[config.mk]
export PLATFORM = sky130hd
export DESIGN_NAME = regfile_write_arbiter
export DESIGN_NICKNAME = d
export VERILOG_FILES = /design/src/rtl/regfile_write_arbiter.sv
export SDC_FILE = /design/constraint.sdc
export NUM_CORES = 1
export LEC_CHECK = 0
export ABC_CLOCK_PERIOD_IN_PS = 4300
export CAP_MARGIN = 20
export CORE_ASPECT_RATIO = 1.2
export CORE_MARGIN = 1
export CORE_UTILIZATION = 25
export CTS_BUF_LIST = sky130_fd_sc_hd__clkbuf_2 sky130_fd_sc_hd__clkbuf_4 sky130_fd_sc_hd__clkbuf_8
export DETAILED_ROUTE_END_ITERATION = 16
export HOLD_SLACK_MARGIN = 0.15
export SLEW_MARGIN = 20
export SYNTH_ARGS = -nofsm -noshare
export SYNTH_HDL_FRONTEND = slang
export SYNTH_SLANG_ARGS = --single-unit
[constraint.sdc]
create_clock -name Clk -period 4.3 [get_ports Clk]
set_clock_uncertainty 0.1 [all_clocks]
set_input_delay 0.86 -clock Clk [delete_from_list [all_inputs] [get_ports Clk]]
set_output_delay 0.86 -clock Clk [all_outputs]
set_load 0.005 [all_outputs]
[src/rtl/regfile_write_arbiter.sv]
// Register-file write-port arbiter with a pending-write scoreboard.
//
// Two writers share one register-file write port:
//   A : pipeline writeback
//   B : multi-cycle functional unit
// The chosen write appears on RegWrite/Rd/WriteData one cycle after the
// transfer. A write to register 0 is accepted but never strobed.
//
// busy[r] is set when a B-bound instruction with destination r issues.
// It clears when B delivers its write to r.
//
// Handshake: a transfer happens on a requester in any cycle where its
// valid and ready are both 1. Ready depends only on the two valids, the
// priority bit and reset, never on the ready of the other side. A
// requester holds valid, rd and data stable until it sees ready. At most
// one transfer happens per cycle.
module regfile_write_arbiter #(
  parameter int DATA_W = 32,
  parameter int ADDR_W = 5
) (
  input  logic                 Clk,
  input  logic                 Rst,
  input  logic                 a_valid,
  input  logic [ADDR_W-1:0]    a_rd,
  input  logic [DATA_W-1:0]    a_data,
  output logic                 a_ready,
  input  logic                 b_valid,
  input  logic [ADDR_W-1:0]    b_rd,
  input  logic [DATA_W-1:0]    b_data,
  output logic                 b_ready,
  input  logic                 b_issue,
  input  logic [ADDR_W-1:0]    b_issue_rd,
  output logic                 RegWrite,
  output logic [ADDR_W-1:0]    Rd,
  output logic [DATA_W-1:0]    WriteData,
  output logic [2**ADDR_W-1:0] busy
);

  localparam int NREG = 2**ADDR_W;

  // Which requester wins a contended cycle: 0 = A, 1 = B.
  logic              prio;
  logic              grant_a;
  logic              grant_b;
  logic              contended;
  logic              xfer;
  logic [ADDR_W-1:0] sel_rd;
  logic [DATA_W-1:0] sel_data;
  logic [NREG-1:0]   busy_next;

  // Grant selection; both readies are held low while reset is asserted.
  always_comb begin
    contended = a_valid && b_valid;
    grant_a   = !Rst && a_valid && (!b_valid || !prio);
    grant_b   = !Rst && b_valid && (!a_valid || prio);
    xfer      = grant_a || grant_b;
    sel_rd    = grant_b ? b_rd   : a_rd;
    sel_data  = grant_b ? b_data : a_data;
    a_ready   = grant_a;
    b_ready   = grant_b;
  end

  // Scoreboard next state: apply the clear first so a same-register issue wins.
  always_comb begin
    busy_next = busy;
    if (grant_b && (b_rd != '0)) begin
      busy_next[b_rd] = 1'b0;
    end
    if (b_issue && (b_issue_rd != '0)) begin
      busy_next[b_issue_rd] = 1'b1;
    end
    busy_next[0] = 1'b0;
  end

  // Registered write port, priority bit and scoreboard.
  always_ff @(posedge Clk or posedge Rst) begin
    if (Rst) begin
      prio      <= 1'b0;
      RegWrite  <= 1'b0;
      Rd        <= '0;
      WriteData <= '0;
      busy      <= '0;
    end else begin
      // Hand priority to the loser only when both asked.
      if (contended) begin
        prio <= grant_a;
      end
      RegWrite <= xfer && (sel_rd != '0);
      if (xfer && (sel_rd != '0)) begin
        Rd        <= sel_rd;
        WriteData <= sel_data;
      end
      busy <= busy_next;
    end
  end

endmodule
==> results.toml, run 1 <==
[routing]
per_cell_via_count_in_the_routed_design = 4.79
detail_route.first_pass.iterations = 5
dr_total_vias = 3013
detail_route.wirelength_microns = 10300
route.antenna.remaining_nets = 0
drtIter0Drc = 166
avgRoutedWirePerCell_microns = 16.3
post-route-drc-count = 0

[clock_network]
postCtsSetupRepairBufs = 0
clockRootBuffer = "sky130_fd_sc_hd__clkbuf_8"
cts_resized = 0
clk_pin_slew_worst_paths_ps = 70
post_cts_hold_buffer_count = 0
cts.htree.levels = 3
tritoncts_clock_tree = "yes"
numClockSinks = 70
clk_latency_ps = 340
clk_path_buf_depth = 2
numCtsBuffers = 9

[run_status]
outcome = "complete, no violations"

[finish]
layout.cells.most_common_list = "sky130_fd_sc_hd__clkdlybuf4s50_1, sky130_fd_sc_hd__dfrtp_1, sky130_fd_sc_hd__o21ai_0"
drive_above_1_share = 0.212
num_antenna_cells = 0
nets = 537
area_delta_synth_final_pct = 56.8
final_common_cell = "sky130_fd_sc_hd__clkdlybuf4s50_1"
fillCellCount = 1353

[setup_path]
timing.setup.critical_path_class = "input pin to output port"
cp_max_fo = 5
cp.required_ps = 3340
wp_data_arrival_ps = 2480
cp-end-kind = "output port"
startpoint_type = "input pin"

[synthesis]
synth_fp_nets = 379
synth_top_flop_cell = "sky130_fd_sc_hd__dfrtp_1"
ys_types = 37
synth-edff-count = 0
ys_async_sr_fraction = 1.00
seq_area_frac_synth = 0.497
number_of_register_bits_inferred_by_synthesis = 70
synth_area_per_cell_sq_um = 11.9
syn_inst = 295
synth.cell_area_sq_um = 3520
yosys_warnings = 0

[timing]
fmaxAchievable_mhz = 291
holdWs_ps = 409
setup_repair_after_global_routing_missed_its_margin = "false"
setup_viol = 0
max_slew_margin = 0.403
slew_viol_final = 0
fin_crit_sh = 0.800
final-hold-violation-count = 0
final.min_clock_period_ps = 3440
fin_tns_setup_ps = 0
worst_slew_pin_slew_ps = 896

[power]
power.leakage_nw = 2.22
power.density_nw_per_um2 = 406
worst_vdd_rail_ir_drop_uv = 162
total_power_mw = 2.24

[global_routing]
grt_remaining_overflow = 0
number_of_antenna_violations_at_the_first_check_in_global_routing = 0
grt_first_pass_wirelength_microns = 15900
vias_in_the_first_global_route = 3165
grt_usage = 0.143
grt_max_degree = 71

[hold_path]
hold_path.class = "register to register"

[place]
gp_congestion = 0.834
portBuffers = 154
dp_hpwl_microns = 7410

[die]
core_region_area_sq_um = 13800
initial_util = 0.256
placementRows = 47
die-area_sq_um = 14600
die_width_microns = 110
floorplan.io_pins = 156
dieHeight_microns = 132

[job]
maxCapViolations = 0
metal layers:
metal	up-vias	GRT usage	routed length, microns
li1	1398	-	-
met1	1450	0.163	4100
met2	143	0.249	5040
met3	22	0.0415	901
met4	0	0.0534	211
met5	-	0	0
logic make-up (layout without fill, tap and decap cells):
group | count (synthesis) | after routing | synth area share
AND/OR/NAND/NOR | 59 | 59 | 0.101
multiplexers | 68 | 68 | 0.246
buffers and inverters | 19 | 182 | 0.0284
other | 1 | 1 | 0.00106
AO/OA/AOI/OAI | 78 | 78 | 0.126
flip-flops | 70 | 70 | 0.497
area by class of cell:
type	count	area, sq um	area share
Clock inverter	7	146	0.0265
Inverter	5	18.8	0.00340
Clock buffer	9	124	0.0224
Tap cell	171	214	0.0387
Sequential cell	70	1750	0.317
Timing Repair Buffer	161	1590	0.289
Multi-Input combinational cell	206	1670	0.303
critical path, stage by stage:
cell and delay, ps:
sky130_fd_sc_hd__clkdlybuf4s50_1 540, sky130_fd_sc_hd__and2b_1 270, sky130_fd_sc_hd__nand2_2 120, sky130_fd_sc_hd__inv_1 90
sky130_fd_sc_hd__nor2_1 90, sky130_fd_sc_hd__clkdlybuf4s50_1 500
Yosys cell counts, types with 2 or more instances:
master | count | share of area
sky130_fd_sc_hd__and2b_1 | 2 | 0.0043
sky130_fd_sc_hd__buf_6 | 3 | 0.0096
sky130_fd_sc_hd__dfrtp_1 | 70 | 0.50
sky130_fd_sc_hd__o31ai_1 | 2 | 0.0043
sky130_fd_sc_hd__clkbuf_1 | 5 | 0.0053
sky130_fd_sc_hd__nand2_1 | 9 | 0.0096
sky130_fd_sc_hd__and2_1 | 4 | 0.0071
sky130_fd_sc_hd__buf_1 | 3 | 0.0032
sky130_fd_sc_hd__or3_1 | 4 | 0.0071
sky130_fd_sc_hd__a311o_1 | 2 | 0.0057
sky130_fd_sc_hd__o22ai_1 | 3 | 0.0053
sky130_fd_sc_hd__nor2_1 | 7 | 0.0075
sky130_fd_sc_hd__mux2i_1 | 3 | 0.0085
sky130_fd_sc_hd__o21ai_0 | 61 | 0.087
sky130_fd_sc_hd__mux2_2 | 37 | 0.12
sky130_fd_sc_hd__a21oi_1 | 3 | 0.0043
sky130_fd_sc_hd__nor2b_1 | 2 | 0.0036
sky130_fd_sc_hd__nand3_1 | 9 | 0.013
sky130_fd_sc_hd__inv_1 | 5 | 0.0053
sky130_fd_sc_hd__nor3_1 | 2 | 0.0028
sky130_fd_sc_hd__nand3b_1 | 6 | 0.013
sky130_fd_sc_hd__o41ai_1 | 4 | 0.0099
sky130_fd_sc_hd__mux2_4 | 28 | 0.12
sky130_fd_sc_hd__or3b_2 | 3 | 0.0075
sky130_fd_sc_hd__nand2b_1 | 6 | 0.011
power by group:
part / leakage (nW) / switching [mW] / internal (mW)
registers: 0.824 / 0.0746 / 0.793
logic: 1.26 / 0.225 / 0.436
clock network: 0.134 / 0.266 / 0.447
total: 2.22 / 0.566 / 1.68
stage by stage:
stage	setup WS [ps]	cell area, sq um	cells	util
2_1_floorplan	64.5	3520	295	-
4_1_cts	851	5520	629	0.401
5_1_grt	775	5520	629	0.401
3_3_place_gp	885	5250	613	0.382
3_5_place_dp	865	5250	613	0.382
6_report	858	5520	629	0.401
path summary, 6_finish.rpt:
path	from	endpoint	slack, ps	cells after the start
max	Rst	a_ready	860	6
min	busy[25]	busy[25]	410	2
max reg2reg	prio	WriteData[13]	2070	5
min reg2reg	busy[25]	busy[25]	410	2
max in group asynchronous	Rst	busy[10]	2410	3
min in group asynchronous	Rst	Rd[3]	1120	3
sequential cells by signal, summed over array words and instances, names as in the netlist:
| name | flops |
|---|---|
| RegWrite | 1 |
| Rd | 5 |
| WriteData | 32 |
| busy | 31 |
| prio | 1 |
Note: power is estimated with default switching activity, not from simulation.
==> run 2: changes to the inputs <==
Settings changed: ABC_CLOCK_PERIOD_IN_PS 4300 to 3000.
Clock period 4.3 ns to 3 ns, I/O delays scaled along.
==> run 2 against run 1 <==
  * Cell count grew 1.7%
  * Core utilization is 0.45 points higher
  * Sequential cell count is the same
  * Wire length up 2.2%
  * Worst hold slack improved by 2.8 ps
  * First-iteration DRC count is 13% lower
  * Sequential power increased by 44%
  * Critical path depth stayed put
  * Via count increased by 0.23%
  * Non-clock buffer count increased by 11
  * Die area stayed put
  * Critical path type unchanged
  * Largest cell class unchanged
==> results.toml, run 2 (synthesized netlist as in run 1, its figures left out) <==
[run_status]
outcome = "complete, no violations"

[routing]
post-route-drc-count = 0
dr_total_vias = 3020
per_cell_via_count_in_the_routed_design = 4.72
detail_route.wirelength_microns = 10500
avgRoutedWirePerCell_microns = 16.4
detail_route.first_pass.iterations = 4
route.antenna.remaining_nets = 0
drtIter0Drc = 144

[timing]
setup_repair_after_global_routing_missed_its_margin = "false"
fmaxAchievable_mhz = 348
final-hold-violation-count = 0
final.min_clock_period_ps = 2870
post-route-worst-setup-slack_ps = 126
max_slew_margin = 0.405
worst_slew_pin_slew_ps = 892
fin_crit_sh = 0.958
fin_tns_setup_ps = 0
slew_viol_final = 0
setup_viol = 0

[place]
postPlaceCellArea_sq_um = 5350
dp_hpwl_microns = 7940
portBuffers = 154
gp_congestion = 0.820
placement.setup.worst_slack_ps = 104

[clock_network]
numClockSinks = 70
clk_path_buf_depth = 2
cts_resized = 0
clockRootBuffer = "sky130_fd_sc_hd__clkbuf_8"
cts.htree.levels = 3
numCtsBuffers = 9
clk_pin_slew_worst_paths_ps = 70
post_cts_hold_buffer_count = 0
clk_latency_ps = 340
postCtsSetupRepairBufs = 0
tritoncts_clock_tree = "yes"

[finish]
post-route-cell-area_sq_um = 5580
num_antenna_cells = 0
area_delta_synth_final_pct = 58.5
fillCellCount = 1352
drive_above_1_share = 0.232
layout.core_utilization = 0.406
layout.cells.most_common_list = "sky130_fd_sc_hd__clkdlybuf4s50_1, sky130_fd_sc_hd__dfrtp_1, sky130_fd_sc_hd__o21ai_0"
largest_register_by_flop_count = "WriteData"
largest_reg_flops = 32
seq_area_sq_um = 1750
multi_input_area_sq_um = 1680
final_common_cell = "sky130_fd_sc_hd__clkdlybuf4s50_1"
largest_registers = "WriteData (32), busy (31), Rd (5)"
nets = 548

[global_routing]
grt_first_pass_wirelength_microns = 16400
grt_usage = 0.147
number_of_antenna_violations_at_the_first_check_in_global_routing = 0
vias_in_the_first_global_route = 3202
grt_max_degree = 71
grt_remaining_overflow = 0

[power]
power.density_nw_per_um2 = 552
net_switching_power_figure_mw = 0.810
power.leakage_nw = 2.25
power.combinational.fraction = 0.313
power.share.clock = 0.282
worst_vdd_rail_ir_drop_uv = 266
p_sw_frac = 0.263
p_int_mw = 2.27
sequentialPowerShare = 0.405

[setup_path]
worstRegToRegCells = 6
cp.required_ps = 2300
critPathMostFrequentCell = "sky130_fd_sc_hd__clkdlybuf4s50_1"
timing.reg2reg.setup_slack_ps = 970
critical_path.cell_chain = "clkdlybuf4s50_1, and2b_1, nand2_2, inv_1, nor2_1, clkdlybuf4s50_1"
critPathMaxStageDelay_ps = 560
timing.setup.critical_path_class = "input pin to output port"
cp_max_fo = 4
crit_path_end = "a_ready"
r2r_start = "prio"
startpoint_type = "input pin"
cp-end-kind = "output port"
crit_path_start = "Rst"
master_of_the_slowest_instance_on_the_critical_path = "sky130_fd_sc_hd__clkdlybuf4s50_1"
reg2reg_to = "WriteData[17]"
wp_data_arrival_ps = 2170

[die]
floorplan.io_pins = 156
die_width_microns = 110
die-area_sq_um = 14600
placementRows = 47
initial_util = 0.256
core_region_area_sq_um = 13800
dieHeight_microns = 132

[job]
maxCapViolations = 0

[hold_path]
hold_path.startpoint = "WriteData[23]"
hold_path_depth = 1
hold_path.class = "register to register"
[run 2: changes by cell type in the layout (fill, tap and decap cells not counted), sizes merged]
cell | before | now
clkbuf | 9 | 10
clkinvlp | 0 | 3
clkinv | 3 | 0
bufinv | 4 | 2
inv | 5 | 6
buf | 7 | 18
[run 2: how the worst min path moves through the flow]
stage	end
floorplan	busy[3]
CTS	WriteData[23]
detailed placement	WriteData[23]
finish	WriteData[23]
global route	WriteData[23]
global placement	WriteData[14]
[run 2: power groups by stage]
stage          clock (mW)  combinational, mW  sequential [mW]
2_1_floorplan           0              0.344             1.26
3_3_place_gp            0              0.960             1.26
3_5_place_dp            0              0.975             1.26
4_1_cts             0.905              0.983             1.25
5_1_grt             0.939               1.05             1.28
6_report            0.870              0.965             1.25
[run 2: layout make-up]
class                           count  area share
Sequential cell                    70       0.314
Multi-Input combinational cell    206       0.300
Clock buffer                       10      0.0246
Timing Repair Buffer              172       0.302
Clock inverter                      6      0.0166
Tap cell                          171      0.0383
Inverter                            5     0.00403
[run 2: critical path, delay by kind of cell]
family	cells	cell delay, ps
AND/OR/NAND/NOR	3	420
buffers and inverters	3	1150
[run 2: per-stage QoR]
stage	hold slack (ps)	power, mW	instances
after global routing	429	3.26	640
after detailed placement	391	2.24	624
after global placement	392	2.22	624
final	412	3.08	640
after floorplan	388	1.61	295
after CTS	413	3.14	640
[run 2: metal layers]
metal	share of wire	wire length, microns	global-route usage	up-vias
li1	-	-	-	1420
met4	0.015	156	0.0541	0
met3	0.086	902	0.0391	10
met1	0.40	4180	0.174	1465
met2	0.50	5250	0.250	125
met5	0	0	0	-
